<file path="src/rtl/phys_reg_reclaimer.sv">
// Commit-side reclaim queue feeding the physical-register free list, one free per cycle.
// Optional double-free filter enabled by defining RECLAIM_DBL_FREE_CHK_EN.
module phys_reg_reclaimer #(
  parameter int PHYS_REGS = 64,
  parameter int PHYS_W    = $clog2(PHYS_REGS),
  parameter int Q_DEPTH   = 8
) (
  input  logic              clk,
  input  logic              rst_n,
  input  logic              commit0_valid,
  input  logic              commit0_has_dest,
  input  logic [PHYS_W-1:0] commit0_old_pd,
  input  logic              commit1_valid,
  input  logic              commit1_has_dest,
  input  logic [PHYS_W-1:0] commit1_old_pd,
  output logic              commit_ready,
  output logic              free_valid,
  output logic [PHYS_W-1:0] free_pd,
  input  logic              flush_valid,
  output logic              err_dbl_free
);

  localparam int PTR_W = $clog2(Q_DEPTH);
  localparam int CNT_W = $clog2(Q_DEPTH + 1);

  logic [PHYS_W-1:0] mem [Q_DEPTH];
  logic [PTR_W-1:0]  head, tail;
  logic [CNT_W-1:0]  count;
  logic              qual0, qual1, enq0, enq1, deq;
  logic [1:0]        enq_n;

  // Conservative: a same-cycle drain is not credited toward room for two.
  assign commit_ready = (CNT_W'(Q_DEPTH) - count) >= CNT_W'(2);
  assign qual0 = commit_ready & commit0_valid & commit0_has_dest & ~flush_valid;
  assign qual1 = commit_ready & commit1_valid & commit1_has_dest & ~flush_valid;

  assign free_valid = (count != '0) && !flush_valid && rst_n;
  assign free_pd    = free_valid ? mem[head] : '0;
  assign deq        = free_valid;
  assign enq_n      = {1'b0, enq0} + {1'b0, enq1};

`ifdef RECLAIM_DBL_FREE_CHK_EN
  logic [PHYS_REGS-1:0] pend, pend_next;
  logic                 dup0, dup1, err_q;

  // Slot 1 also loses to an accepted slot 0 carrying the same register.
  assign dup0 = pend[commit0_old_pd];
  assign dup1 = pend[commit1_old_pd] || (enq0 && (commit0_old_pd == commit1_old_pd));
  assign enq0 = qual0 & ~dup0;
  assign enq1 = qual1 & ~dup1;
  assign err_dbl_free = err_q;

  always_comb begin
    pend_next = pend;
    if (deq)  pend_next[mem[head]]     = 1'b0;
    if (enq0) pend_next[commit0_old_pd] = 1'b1;
    if (enq1) pend_next[commit1_old_pd] = 1'b1;
  end

  always_ff @(posedge clk) begin
    if (!rst_n) begin
      pend  <= '0;
      err_q <= 1'b0;
    end else begin
      if ((qual0 && dup0) || (qual1 && dup1)) err_q <= 1'b1;
      pend <= flush_valid ? '0 : pend_next;
    end
  end
`else
  assign enq0 = qual0;
  assign enq1 = qual1;
  assign err_dbl_free = 1'b0;
`endif

  always_ff @(posedge clk) begin
    if (enq0) mem[tail] <= commit0_old_pd;
    if (enq1) mem[enq0 ? tail + PTR_W'(1) : tail] <= commit1_old_pd;
  end

  always_ff @(posedge clk) begin
    if (!rst_n) begin
      head  <= '0;
      tail  <= '0;
      count <= '0;
    end else if (flush_valid) begin
      head  <= '0;
      tail  <= '0;
      count <= '0;
    end else begin
      if (deq) head <= head + PTR_W'(1);
      tail  <= tail + PTR_W'(enq_n);
      count <= count + CNT_W'(enq_n) - CNT_W'(deq);
    end
  end

endmodule

</file>
<file path="config.mk">
export PLATFORM = sky130hd
export DESIGN_NAME = phys_reg_reclaimer
export DESIGN_NICKNAME = d
export VERILOG_FILES = /design/src/rtl/phys_reg_reclaimer.sv
export SDC_FILE = /design/constraint.sdc
export NUM_CORES = 1
export LEC_CHECK = 0
export ABC_AREA = 0
export CAP_MARGIN = 40
export CORE_ASPECT_RATIO = 1.5
export CORE_MARGIN = 2
export CORE_UTILIZATION = 45
export CTS_BUF_LIST = sky130_fd_sc_hd__clkbuf_4 sky130_fd_sc_hd__clkbuf_8 sky130_fd_sc_hd__clkbuf_16
export CTS_CLUSTER_SIZE = 20
export DETAILED_ROUTE_END_ITERATION = 10
export PLACE_DENSITY_LB_ADDON = 0.3
export SYNTH_ARGS = -nofsm -noshare
export SYNTH_HDL_FRONTEND = slang
export SYNTH_SLANG_ARGS = --single-unit
</file>
<file path="constraint.sdc">
create_clock -name clk -period 3.8 [get_ports clk]
set_input_delay 0.38 -clock clk [delete_from_list [all_inputs] [get_ports clk]]
set_output_delay 0.38 -clock clk [all_outputs]
set_load 0.02 [all_outputs]
</file>
==> results of run 1 <==
## final timing paths
check,startpoint,to,slack (ns)
setup / recovery,count[0],count[3],0.40
hold / removal,head[1],head[1],0.53
setup reg to reg,count[0],count[3],0.40
hold reg to reg,head[1],head[1],0.53
## logic make-up (layout without fill, tap and decap cells)
family,count (synthesis),count (layout)
adder cells (fa/ha/maj),14,14
buffers and inverters,24,58
multiplexers,69,69
other,1,1
AO/OA/AOI/OAI,26,26
AND/OR/NAND/NOR,64,64
flip-flops,61,61
XOR/XNOR,8,8
## area by class of cell
cell class	count	share of cell area [%]
Sequential cell	61	40.24
Inverter	14	1.243
Clock buffer	14	7.219
Tap cell	102	3.018
Multi-Input combinational cell	182	40.95
Timing Repair Buffer	28	6.509
Clock inverter	2	0.8284
## flip-flops by register name, indices dropped and copies added, names as in the netlist, named ones only
name / flops
tail: 3
mem: 48
head: 3
count: 4
## layout by cell type (no fill, tap or decap), types with 2 or more instances in the layout
| master | Yosys | layout |
|---|---|---|
| nor2_1 | 27 | 27 |
| edfxtp_1 | 48 | 48 |
| xnor2_1 | 5 | 5 |
| a2111oi_4 | 2 | 2 |
| nand3_1 | 3 | 3 |
| clkdlybuf4s50_1 | 0 | 26 |
| clkbuf_8 | 0 | 4 |
| mux4_2 | 12 | 12 |
| ha_1 | 12 | 12 |
| nand2b_1 | 4 | 4 |
| clkbuf_16 | 0 | 10 |
| o21ai_2 | 8 | 8 |
| buf_4 | 1 | 2 |
| dfxtp_1 | 13 | 13 |
| xor2_1 | 3 | 3 |
| and2_1 | 5 | 5 |
| a2111oi_2 | 4 | 4 |
| inv_1 | 14 | 14 |
| mux2_1 | 2 | 2 |
| fa_1 | 2 | 2 |
| mux2_2 | 46 | 46 |
| nor3_1 | 11 | 11 |
| mux2i_1 | 9 | 9 |
| nand2_1 | 8 | 8 |
| a21oi_1 | 8 | 8 |
## stage by stage
step	util, %	std cells
final	55.56	403
after CTS	55.56	403
after detailed placement	51.08	387
after global routing	55.56	403
after global placement	51.08	387
after floorplan	-	267
## power by group through the flow
stage	sequential (uW)	combinational, uW	clock (uW)
global placement	758	241	0
global route	747	267	937
detailed placement	759	245	0
CTS	745	247	907
floorplan	755	174	0
finish	746	243	891
## per-layer routing
metal  GRT usage [%]  share of wire (%)
met1           21.44                 40
met3           4.341                3.6
met4           9.939                1.7
met2           35.10                 55
met5               0                  0
## critical path, delay by kind of cell (launching register included)
| kind | cells | cell delay (ns) |
|---|---|---|
| flops | 1 | 0.37 |
| compound gates | 3 | 0.59 |
| buf+inv | 3 | 0.20 |
| fa+ha+maj | 4 | 1.05 |
| simple gates | 5 | 0.93 |
| xor+xnor | 1 | 0.13 |
==> results.json, run 1 <==
{
  "hold_class": "reg2reg",
  "multi_input_area_um2": 1732,
  "fmax_mhz": 293.9,
  "min_period_ns": 3.403,
  "cap_violations": 0,
  "h-tree-depth": 3,
  "rows": 39,
  "cts_tree": "done",
  "synthTopCellsByArea": "edfxtp_1, mux2_2, mux4_2",
  "final-setup-viol-count": 0,
  "async_flop_share_pct": 0,
  "status": "completed",
  "r2r_cells": 16,
  "worstPathRequired_ns": 4.01,
  "dieWidth_um": 76.33,
  "cts_buffers": 9,
  "p_sw_share_pct": 21.92,
  "vias": 2227,
  "track_usage_pct": 19.51,
  "p_total_uw": 1880,
  "cpMostUsedCell": "ha_1",
  "wl_per_cell_um": 18.83,
  "powerDensity_nw_per_um2": 444.6,
  "drive_gt1_share_pct": 30.90,
  "cts.sinks": 61,
  "clkLatencyLatePin_ns": 0.33,
  "startpoint_type": "register",
  "vias_per_cell": 5.526,
  "nFillCells": 652,
  "crit_path_max_incr_delay_ns": 0.39,
  "timing.slew.headroom_pct": 46.75,
  "wirelength_um": 7588,
  "final_antenna_net_count": 0,
  "worstPathMaxFanout": 10,
  "post_cts_buffers": 0,
  "critPathSlowestCell": "nor3b_1",
  "io_buffers": 26,
  "combinationalPowerShare_pct": 12.9,
  "vdd_drop_max_uv": 274.4,
  "critical_path_class": "reg2reg",
  "cts_root_buf": "clkbuf_16",
  "area_growth_pct": 19.77,
  "grt_max_degree": 13,
  "seqPwrFrac_pct": 39.7,
  "drc_errors": 0,
  "period_share_pct": 89.55,
  "synth_edf_count": 48,
  "synth_area_um2": 3531,
  "io_pins": 28,
  "fin_nets": 329,
  "drv_slew": 0,
  "regArea_um2": 1702,
  "synth.most_common_cell": "edfxtp_1",
  "critical_path_arrival_ns": 3.61,
  "place_area_um2": 3889,
  "synth_xor_area_share_pct": 1.984,
  "rsz0062_at_grt": "no",
  "overflow": 0,
  "grt_pass1_vias": 2364,
  "initial_core_util_pct": 46.38,
  "yosysSeqAreaShare_pct": 48.19,
  "postCtsResizedCells": 0,
  "endpoint_kind": "register",
  "synth_nets": 300,
  "synthTopCellsByCount": "edfxtp_1, mux2_2, nor2_1",
  "fin_ws_ns": 0.3969,
  "holdPathStages": 2,
  "yosysWarnings": 0,
  "design_area_um2": 4229,
  "synth.avg_cell_area_um2": 13.22,
  "synth_top_family_by_area": "multiplexers",
  "clockBufferDepth": 2,
  "grt_pass1_wl_um": 12360,
  "synth-simple-area-share_pct": 8.575,
  "synth.top_cell.area_share_pct": 40.82,
  "antenna_cells": 0,
  "cts-hold-fix-buffers": 0,
  "leakagePower_uw": 0.001419,
  "dr.first_iter.drc_count": 188,
  "synth_mux_area_share_pct": 25.51,
  "skew_ns": 0.003595,
  "core_area_um2": 7612,
  "p_clk_share_pct": 47.4,
  "post-place-ws_ns": 0.4538,
  "synthAdderAreaFrac_pct": 5.386,
  "yosysTopAreaCell": "edfxtp_1",
  "yosysUniqueCellTypes": 35,
  "dr.pass1.iters": 4,
  "antenna_found_initial": 0,
  "synth_top_flop_cell": "edfxtp_1",
  "dp_hpwl_um": 5482,
  "holdWs_ns": 0.5269,
  "crit_chain": "inv_1, ha_1, nor3b_1, a31o_4, nand2_1, nand2b_1, nor2_1, ha_1, inv_1, ha_1, inv_1, ha_1, a21o_1, a21oi_1, xnor2_1, nor2_1",
  "finalHoldViolations": 0,
  "dieArea_um2": 8586,
  "ys_ff_latch": 61,
  "setup_tns_ns": 0,
  "synthCells": 267,
  "finalWeightedCongestion": 0.7737,
  "worst_pin_slew_ns": 0.7958,
  "clk_pin_slew_ns": 0.05,
  "internal-power_uw": 1468,
  "power.switching_uw": 412.1,
  "die_h_um": 112.5,
  "synth_compound_gate_area_share_pct": 7.477
}
No activity file was read; power rests on OpenSTA's default activity.
==> run 2, diff against run 1 <==
--- a/config.mk
+++ b/config.mk
@@ -6,13 +6,14 @@
 export NUM_CORES = 1
 export LEC_CHECK = 0
 export ABC_AREA = 0
-export CAP_MARGIN = 40
+export CAP_MARGIN = 30
 export CORE_ASPECT_RATIO = 1.5
 export CORE_MARGIN = 2
 export CORE_UTILIZATION = 45
 export CTS_BUF_LIST = sky130_fd_sc_hd__clkbuf_4 sky130_fd_sc_hd__clkbuf_8 sky130_fd_sc_hd__clkbuf_16
 export CTS_CLUSTER_SIZE = 20
 export DETAILED_ROUTE_END_ITERATION = 10
+export HOLD_SLACK_MARGIN = 0.15
 export PLACE_DENSITY_LB_ADDON = 0.3
 export SYNTH_ARGS = -nofsm -noshare
 export SYNTH_HDL_FRONTEND = slang
==> results of run 2 <==
No change in the layout: final DEF, timing and power equal those of run 1.
